### src/rtl/exec_sequencer_pkg.sv
// exec_sequencer_pkg: definitions shared by the instruction sequencer and the
// files that import it.
//   seq_state_t  : sequencer FSM states
//   kHALT_INSTR  : instruction word that ends a run
//   kPC_W        : default program counter width
//   kINSTR_W     : instruction word width of the 9-bit core
package exec_sequencer_pkg;

   localparam int         kPC_W       = 10;
   localparam int         kINSTR_W    = 9;
   localparam logic [8:0] kHALT_INSTR = 9'h0FF;

   typedef enum logic [2:0] {
      IDLE,
      FETCH,
      EXEC,
      MEM_WAIT,
      HALT
   } seq_state_t;

endpackage

### src/rtl/exec_sequencer_sat.sv
// sat_counter: clearable up-counter that sticks at all-ones.
//   gclk : clock, rising edge
//   grst : asynchronous active-high reset, clears the count
//   clr  : synchronous clear, wins over inc
//   inc  : count enable
//   cnt  : current count
module sat_counter #(
   parameter int W = 16
) (
   input  logic         gclk,
   input  logic         grst,
   input  logic         clr,
   input  logic         inc,
   output logic [W-1:0] cnt
);

   always_ff @(posedge gclk or posedge grst) begin
      if (grst)
         cnt <= '0;
      else if (clr)
         cnt <= '0;
      else if (inc && (cnt != '1))
         cnt <= cnt + W'(1);
   end

endmodule

### src/rtl/exec_sequencer.sv
// exec_sequencer: multi-cycle FETCH/EXEC sequencer for the 9-bit core.
// Owns the program counter, latches the fetched word for the decoder, stalls
// on data-memory LOAD/STORE until mem_ack, strobes register commit, and keeps
// run statistics.
//
// Ports:
//   Clk, Reset        : clock; asynchronous active-high reset
//   start             : begins a run from IDLE or HALT
//   instr_in          : ROM data at prog_counter
//   data_read_en      : decoder says LOAD
//   data_write_en     : decoder says STORE
//   branch_taken      : redirect request, valid in EXEC
//   branch_target     : absolute redirect address
//   mem_ack           : data memory completed the access
//   prog_counter      : ROM address
//   instr_out         : latched instruction for the decoder
//   mem_req           : data memory strobe, held until mem_ack
//   commit_en         : one-cycle register write qualifier per retirement
//   done / err        : run ended by HALT instruction / by memory timeout
//   cycle_cnt         : saturating count of FETCH/EXEC/MEM_WAIT cycles
//   retire_cnt        : saturating count of retired instructions
//
// Build option: SEQ_RETIRE_COUNT_EN enables the retire counter; without it
// retire_cnt reads as zero and no counter register exists.
module exec_sequencer
   import exec_sequencer_pkg::*;
#(
   parameter int PC_W     = kPC_W,
   parameter int CNT_W    = 16,
   parameter int WAIT_MAX = 15
) (
   input  logic                Clk,
   input  logic                Reset,
   input  logic                start,
   input  logic [kINSTR_W-1:0] instr_in,
   input  logic                data_read_en,
   input  logic                data_write_en,
   input  logic                branch_taken,
   input  logic [PC_W-1:0]     branch_target,
   input  logic                mem_ack,
   output logic [PC_W-1:0]     prog_counter,
   output logic [kINSTR_W-1:0] instr_out,
   output logic                mem_req,
   output logic                commit_en,
   output logic                done,
   output logic                err,
   output logic [CNT_W-1:0]    cycle_cnt,
   output logic [CNT_W-1:0]    retire_cnt
);

   localparam int WAIT_W = $clog2(WAIT_MAX + 1);
   // Value the wait counter holds during the last allowed MEM_WAIT cycle.
   localparam logic [WAIT_W-1:0] kWAIT_LAST = WAIT_W'(WAIT_MAX - 1);

   seq_state_t        state;
   logic [WAIT_W-1:0] wait_cnt;

   logic is_halt, is_mem, in_exec, in_wait;
   logic exec_mem, exec_alu, wait_done, wait_tmo;
   logic run_clr, run_act;
   logic [PC_W-1:0] pc_seq, pc_next;

   assign is_halt   = (instr_out == kHALT_INSTR);
   assign is_mem    = data_read_en | data_write_en;
   assign in_exec   = (state == EXEC);
   assign in_wait   = (state == MEM_WAIT);
   assign exec_mem  = in_exec && !is_halt && is_mem;
   assign exec_alu  = in_exec && !is_halt && !is_mem;
   // An ack seen in EXEC is never a completion; only MEM_WAIT consumes it.
   assign wait_done = in_wait && mem_ack;
   assign wait_tmo  = in_wait && !mem_ack && (wait_cnt == kWAIT_LAST);

   // Reset gating makes the strobes drop in the same cycle Reset rises.
   assign mem_req   = !Reset && (exec_mem || in_wait);
   assign commit_en = !Reset && (exec_alu || wait_done);

   // Memory ops always fall through; only ALU/branch instructions redirect.
   assign pc_seq  = prog_counter + PC_W'(1);
   assign pc_next = (exec_alu && branch_taken) ? branch_target : pc_seq;

   assign run_clr = (state == IDLE) || ((state == HALT) && start);
   assign run_act = (state == FETCH) || in_exec || in_wait;

   always_ff @(posedge Clk or posedge Reset) begin
      if (Reset) begin
         state        <= IDLE;
         prog_counter <= '0;
         instr_out    <= '0;
         done         <= 1'b0;
         err          <= 1'b0;
      end else begin
         unique case (state)
            IDLE: begin
               prog_counter <= '0;
               if (start) state <= FETCH;
            end
            FETCH: begin
               instr_out <= instr_in;
               state     <= EXEC;
            end
            EXEC: begin
               if (is_halt) begin
                  done  <= 1'b1;
                  state <= HALT;
               end else if (is_mem) begin
                  state <= MEM_WAIT;
               end else begin
                  prog_counter <= pc_next;
                  state        <= FETCH;
               end
            end
            MEM_WAIT: begin
               if (mem_ack) begin
                  prog_counter <= pc_next;
                  state        <= FETCH;
               end else if (wait_tmo) begin
                  err   <= 1'b1;
                  state <= HALT;
               end
            end
            HALT: begin
               if (start) begin
                  prog_counter <= '0;
                  done         <= 1'b0;
                  err          <= 1'b0;
                  state        <= FETCH;
               end
            end
            default: state <= IDLE;
         endcase
      end
   end

   // Held at zero outside MEM_WAIT, so every memory op starts from zero.
   sat_counter #(.W(WAIT_W)) u_wait_cnt (
      .gclk (Clk),
      .grst (Reset),
      .clr  (!in_wait),
      .inc  (in_wait && !mem_ack),
      .cnt  (wait_cnt)
   );

   sat_counter #(.W(CNT_W)) u_cycle_cnt (
      .gclk (Clk),
      .grst (Reset),
      .clr  (run_clr),
      .inc  (run_act),
      .cnt  (cycle_cnt)
   );

`ifdef SEQ_RETIRE_COUNT_EN
   sat_counter #(.W(CNT_W)) u_retire_cnt (
      .gclk (Clk),
      .grst (Reset),
      .clr  (run_clr),
      .inc  (commit_en),
      .cnt  (retire_cnt)
   );
`else
   assign retire_cnt = '0;
`endif

endmodule

### config.mk
export PLATFORM = sky130hd
export DESIGN_NAME = exec_sequencer
export DESIGN_NICKNAME = d
export VERILOG_FILES = /design/src/rtl/exec_sequencer_pkg.sv /design/src/rtl/exec_sequencer_sat.sv /design/src/rtl/exec_sequencer.sv
export SDC_FILE = /design/constraint.sdc
export NUM_CORES = 1
export LEC_CHECK = 0
export ABC_AREA = 1
export CORE_MARGIN = 1
export CORE_UTILIZATION = 51
export DETAILED_ROUTE_END_ITERATION = 7
export GPL_TIMING_DRIVEN = 0
export PLACE_DENSITY = 0.88
export SYNTH_ARGS = -nofsm -noshare
export SYNTH_HDL_FRONTEND = slang
export SYNTH_SLANG_ARGS = --single-unit
### constraint.sdc
create_clock -name Clk -period 4.8 [get_ports Clk]
set_input_delay 0.48 -clock Clk [delete_from_list [all_inputs] [get_ports Clk]]
set_output_delay 0.48 -clock Clk [all_outputs]
set_load 0.05 [all_outputs]
# After elaboration in Yosys (flattened, before gate mapping)
# Index checks and enable logic that the tools add are counted.
# totals
out_inout_bits	55
word_cells	82
ff_bits	44
# op_classes
n_reduce_logical	31
eq_ne	18
mux	22
bitwise	1
add_sub_neg	3
# op_table
cell	n
$mux 10	5
$pmux 10 s4	1
$mux 16	2
$add 16x1->16 const B	1
$ne 16x16->1 const B	1
$logic_and 1x1->1	12
$mux 3	4
$ne 2x2->1 const B	6
$pmux 3 s4	1
$add 10x1->10 const B	1
$eq 9x8->1 const B	1
$mux 4	2
$eq 3x2->1 const B	2
$ne 2x1->1 const B	3
$reduce_bool 2->1	3
$logic_or 1x1->1	5
$reduce_and 5->1	1
$add 4x1->4 const B	1
$eq 4x4->1 const B	1
$logic_not 1->1	4
$mux 1	4
$ne 4x4->1 const B	1
$pmux 1 s2	2
$reduce_and 4->1	1
10 further kinds	10

# Depth between registers and ports, before layout
# logic_depth
depth_word	9
depth_mapped	10

# Modules after synthesis
# Synthesis repeated with hierarchy kept, for this count alone.
# unflattened
hier_cells	406
area_unflattened_um2	2881.5
# by_module_without_submodules
mod	area_per_inst_um2	n_inst	cells_per_inst
exec_sequencer	1574.0	1	217
sat_counter at u_cycle_cnt	1083.5	1	159
sat_counter at u_wait_cnt	224.0	1	30

# Least setup slack after synthesis
# Ideal clock, no wire load.
# synth_path
path_kind	flip-flop to output port
start	register instr_out[7]
end	output port mem_req
setup_slack_ps	2519
n_path_buf	0
required_time_ps	4320
path_stages_with_launch	8
arrival_time_ps	1801
cell_sequence	dfrtp_1 -> nand2_1 -> nor2_1 -> nand3_1 -> nand2_1 -> inv_1 -> nand2_1 -> a21oi_1
# synth_via
elab_chain_cells	6
# synth_rtl
element	line	text
start, declared	exec_sequencer.sv:42	output logic [kINSTR_W-1:0] instr_out,
start signal, assigned	exec_sequencer.sv:98	instr_out <= instr_in;
$eq 9x8->1	exec_sequencer.sv:63	assign is_halt = (instr_out == kHALT_INSTR);
$logic_not 1->1	exec_sequencer.sv:67	assign exec_mem = in_exec && !is_halt && is_mem;
$logic_and 1x1->1 (2 in a row)	exec_sequencer.sv:67	
$logic_or 1x1->1	exec_sequencer.sv:74	assign mem_req = !Reset && (exec_mem || in_wait);
$logic_and 1x1->1	exec_sequencer.sv:74	
end, declared	exec_sequencer.sv:43	output logic mem_req,
# No other way between the ends.

# Worst setup path after layout
# layout_path
start	register state[2]
end	output port commit_en
# layout_via
elab_chain_cells	5
word_cells_on_any_way	7
# layout_rtl
element	line	text
start, declared	exec_sequencer.sv:55	seq_state_t state;
start signal, assigned	exec_sequencer.sv:86	state <= IDLE;
start signal, assigned	exec_sequencer.sv:95	if (start) state <= FETCH;
start signal, assigned	exec_sequencer.sv:99	state <= EXEC;
$eq 3x2->1	exec_sequencer.sv:65	assign in_exec = (state == EXEC);
$logic_and 1x1->1 (2 in a row)	exec_sequencer.sv:68	assign exec_alu = in_exec && !is_halt && !is_mem;
$logic_or 1x1->1 *	exec_sequencer.sv:75	assign commit_en = !Reset && (exec_alu || wait_done);
$logic_and 1x1->1 *	exec_sequencer.sv:75	
end, declared	exec_sequencer.sv:44	output logic commit_en,
# Mark *: on every way between the ends. The rest lies on a longest branch, timed or not.

==> report_table.html <==
<table>
<tr><th>Metric</th><th>Value</th></tr>
<tr><th colspan="2">Floorplan</th></tr>
<tr><td>Starting Density</td><td>53.38%</td></tr>
<tr><td>Horizontal extent of the die</td><td>about 75 um</td></tr>
<tr><td>IO Count</td><td>81</td></tr>
<tr><td>Cell Rows</td><td>26</td></tr>
<tr><td>Die area</td><td>0.005678 mm2</td></tr>
<tr><td>Die boundary height</td><td>~75 um</td></tr>
<tr><td>Placeable Area</td><td>between 0.005 and 0.006 mm2</td></tr>
<tr><th colspan="2">Yosys</th></tr>
<tr><td>Number of cells produced by synthesis</td><td>367</td></tr>
<tr><td>Synthesis Warnings</td><td>0</td></tr>
<tr><td>Mapped Area</td><td>0.002744 mm2</td></tr>
<tr><td>Top cell type by total area after synthesis</td><td>dfrtp_1</td></tr>
<tr><td>Area contributors post-synth</td><td>dfrtp_1, nand2_1, nand3_1</td></tr>
<tr><td>Number of synthesized flops with an enable pin</td><td>0</td></tr>
<tr><td>Synthesized area per cell</td><td>7.477 um2</td></tr>
<tr><td>Yosys cell types</td><td>31</td></tr>
<tr><td>Total of flip-flops plus latches after synthesis</td><td>44</td></tr>
<tr><td>Share of the yosys chip area belonging to registers</td><td>approximately two fifths</td></tr>
<tr><td>Top-count cell post-synth</td><td>nand2_1</td></tr>
<tr><td>Fraction of synthesized cell area taken by the top area cell type</td><td>40.13%</td></tr>
<tr><td>Commonest cells in the synthesized netlist</td><td>nand2_1, dfrtp_1, nand3_1, inv_1, nor2_1</td></tr>
<tr><td>Async S/R FF share, synth</td><td>100.0%</td></tr>
<tr><td>Most used flip-flop cell after synthesis</td><td>dfrtp_1</td></tr>
<tr><th colspan="2">Detailed routing</th></tr>
<tr><td>TritonRoute pass-1 iters</td><td>4</td></tr>
<tr><td>Antenna Nets Post-Route</td><td>0</td></tr>
<tr><td>Vias per inst</td><td>4.975</td></tr>
<tr><td>Final routed DRC violation total</td><td>0</td></tr>
<tr><td>Vias post-DR</td><td>between 2000 and 3000</td></tr>
<tr><td>WL per Instance</td><td>11.75 um</td></tr>
<tr><td>Detailed router's first-iteration violation count</td><td>between 100 and 150</td></tr>
<tr><td>Routed wire length</td><td>6.168 mm</td></tr>
<tr><th colspan="2">Global route</th></tr>
<tr><td>Largest net degree at the start of global routing</td><td>27</td></tr>
<tr><td>GRT overflow</td><td>0</td></tr>
<tr><td>Wire length of the first global-routing pass</td><td>10.49 mm</td></tr>
<tr><td>Initial antenna violation count</td><td>0</td></tr>
<tr><td>GRT Total Usage</td><td>23.98%</td></tr>
<tr><td>Via count of the first global-routing pass</td><td>2451</td></tr>
<tr><th colspan="2">Job</th></tr>
<tr><td>Reported max-cap violation count</td><td>0</td></tr>
<tr><th colspan="2">Clocking</th></tr>
<tr><td>Worst-case clock buffer depth</td><td>2</td></tr>
<tr><td>Number of buffers created by CTS</td><td>5</td></tr>
<tr><td>Post-CTS Setup Inserts</td><td>0</td></tr>
<tr><td>Resize count post-CTS</td><td>0</td></tr>
<tr><td>Clock tree from TritonCTS</td><td>done</td></tr>
<tr><td>Maximum level of the CTS H-tree</td><td>2</td></tr>
<tr><td>Clock Latency Late Sink</td><td>300 ps</td></tr>
<tr><td>Worst-path clk slew</td><td>90 ps</td></tr>
<tr><td>Root Buffer</td><td>clkbuf_8</td></tr>
<tr><td>Hold bufs inserted after CTS</td><td>0</td></tr>
<tr><td>Clk sink count</td><td>44</td></tr>
<tr><th colspan="2">Setup path</th></tr>
<tr><td>FF-to-FF path depth</td><td>7</td></tr>
<tr><td>Count of buffering cells on the critical path with inverters included</td><td>4</td></tr>
<tr><td>CP max FO</td><td>5</td></tr>
<tr><td>CP startpoint</td><td>state[2]</td></tr>
<tr><td>Delay of the slowest cell on the worst path</td><td>840 ps</td></tr>
<tr><td>Register-to-register setup slack</td><td>approximately 3000 ps</td></tr>
<tr><td>CP Data Arrival Time</td><td>2310 ps</td></tr>
<tr><td>CP endpoint</td><td>commit_en</td></tr>
<tr><td>CP delay by family, top</td><td>buffers and inverters</td></tr>
<tr><td>Type of element launching the critical path</td><td>register</td></tr>
<tr><td>Required time reported for the critical path endpoint</td><td>4320 ps</td></tr>
<tr><td>Count of cell instances traversed by the critical path</td><td>8</td></tr>
<tr><td>Cells along the critical path</td><td>inv_2, nand2_1, inv_2, nand2_1, nor2_1, inv_1, a21oi_1, clkdlybuf4s50_1</td></tr>
<tr><td>RR Endpoint</td><td>u_cycle_cnt.cnt[6]</td></tr>
<tr><td>Worst reg2reg startpoint</td><td>u_cycle_cnt.cnt[0]</td></tr>
<tr><td>CP Class</td><td>register to output pin</td></tr>
<tr><td>Slowest library cell on the worst path</td><td>clkdlybuf4s50_1</td></tr>
<tr><td>Kind of capture point of the worst setup path</td><td>output pin</td></tr>
<tr><th colspan="2">Final layout</th></tr>
<tr><td>Count of nets after finishing</td><td>484</td></tr>
<tr><td>Number of antenna diodes</td><td>0</td></tr>
<tr><td>Layout filler cell count</td><td>409</td></tr>
<tr><td>Area added between synthesis and finish</td><td>33.38%</td></tr>
<tr><td>Sequential cell area in the final layout</td><td>0.001101 mm2</td></tr>
<tr><td>Area occupied by multi-input gates</td><td>0.001416 mm2</td></tr>
<tr><td>Share of cells above drive strength 1</td><td>10.99%</td></tr>
<tr><th colspan="2">STA</th></tr>
<tr><td>Final hold slack</td><td>511.0 ps</td></tr>
<tr><td>Final number of max-transition violations</td><td>0</td></tr>
<tr><td>Worst-Margin Slew</td><td>527.7 ps</td></tr>
<tr><td>Fin. Hold Viols</td><td>0</td></tr>
<tr><td>Layout Skew</td><td>10.36 ps</td></tr>
<tr><td>Fin crit period</td><td>roughly 2800 ps</td></tr>
<tr><td>Period Utilization, post-route</td><td>58.22%</td></tr>
<tr><td>Unrepaired setup endpoints after global routing</td><td>false</td></tr>
<tr><td>Summed negative setup slack over all endpoints</td><td>0 ps</td></tr>
<tr><td>Maximum operating frequency</td><td>357.8 MHz</td></tr>
<tr><td>Number of failing setup endpoints in the final timing report</td><td>0</td></tr>
<tr><td>Slew margin rel.</td><td>64.71%</td></tr>
<tr><th colspan="2">Power</th></tr>
<tr><td>Pwr per Cell Area</td><td>500.3 mW/mm2</td></tr>
<tr><td>Portion of total power attributed to the clock network</td><td>roughly 16%</td></tr>
<tr><td>Net load switching power</td><td>0.8826 mW</td></tr>
<tr><td>Maximum VDD drop</td><td>between 0.6 and 0.7 mV</td></tr>
<tr><td>Cell-internal power</td><td>0.9484 mW</td></tr>
<tr><td>Switching part of the total power</td><td>48.20%</td></tr>
<tr><td>Power share of the sequential group</td><td>30.2%</td></tr>
<tr><td>Share of power burned in combinational logic</td><td>between 50% and 60%</td></tr>
<tr><td>Leakage power total</td><td>1.813 nW</td></tr>
<tr><th colspan="2">Placement</th></tr>
<tr><td>Routability-driven placement congestion ratio</td><td>roughly 0.91</td></tr>
<tr><td>Number of input and output port buffers inserted</td><td>64</td></tr>
<tr><td>DP Wirelength</td><td>4.776 mm</td></tr>
<tr><th colspan="2">Hold path</th></tr>
<tr><td>Path class of the lowest-slack min-delay path</td><td>register to register</td></tr>
<tr><th colspan="2">Status</th></tr>
<tr><td>Status</td><td>finished, final reports clean</td></tr>
</table>
[through the flow]
stage          power (mW)  instance area (um2)  utilization (%)  cells  setup WS [ps]
3_5_place_dp        1.548                 3548            69.04    517           2087
6_report            1.831                 3660            71.20    525           2006
3_3_place_gp        1.522                 3528            68.65    516           2101
4_1_cts             1.840                 3660            71.20    525           1983
2_1_floorplan       1.252                 2800                -    382           2519
5_1_grt             1.934                 3660            71.20    525           1864
[area by class of cell]
| cell class | count | area share [%] |
|---|---|---|
| timing repair buffer | 65 | 18.05 |
| clock buffer | 5 | 1.880 |
| clock inverter | 3 | 1.162 |
| inverter | 39 | 4.000 |
| buffer | 18 | 3.727 |
| sequential | 44 | 30.09 |
| multi-input combinational | 281 | 38.70 |
| tap | 70 | 2.393 |
[worst min-delay path by stage]
stage	depth (start not counted)	to	slack (ps)	start
after floorplan	2	state[2]	500	state[2]
after global placement	1	err	490	err
after detailed placement	1	err	500	err
final	1	err	510	err
after CTS	1	err	520	err
after global routing	1	err	530	err
[registers in the layout, summed over array words and instances (netlist names)]
| register | flops |
|---|---|
| state | 3 |
| done | 1 |
| u_cycle_cnt.cnt | 16 |
| err | 1 |
| prog_counter | 10 |
| u_wait_cnt.cnt | 4 |
| instr_out | 9 |
[logic make-up (layout without fill, tap and decap cells)]
logic type | Yosys count | in the layout | synth area share, %
simple gates | 215 | 215 | 33.84
compound gates | 20 | 20 | 4.651
other cells | 1 | 16 | 0.1367
mux | 9 | 9 | 3.694
xor+xnor | 17 | 17 | 5.426
buf+inv | 57 | 130 | 10.31
flops | 44 | 44 | 40.13
fa+ha+maj | 4 | 4 | 1.824
[cell usage in the layout, fill, tap and decap left out, types with 3 or more instances in the layout]
cell type	n
nor2_2	3
xnor2_1	7
nand4_1	11
inv_1	34
inv_2	5
conb_1	16
nand2_1	123
ha_1	4
nand3_1	37
clkdlybuf4s50_1	64
xor2_1	10
clkbuf_8	5
nor2_1	35
o21ai_0	7
mux2_2	9
o21ai_1	3
buf_4	16
a21oi_1	4
dfrtp_1	44
[routing by layer]
layer | GRT usage, % | wire, um | part of all wire (%)
met1 | 28.75 | 2602 | 42
met2 | 41.67 | 3062 | 50
met3 | 6.217 | 396 | 6.4
met4 | 8.642 | 106 | 1.7
met5 | 0 | 0 | 0
[power by group through the flow]
stage	Clock [mW]	Sequential, mW	Combinational [mW]
after global routing	0.307	0.569	1.06
final	0.287	0.554	0.991
after CTS	0.294	0.552	0.994
after global placement	0	0.553	0.969
after floorplan	0	0.798	0.454
after detailed placement	0	0.558	0.990
Power figures use the tool's default switching activity.
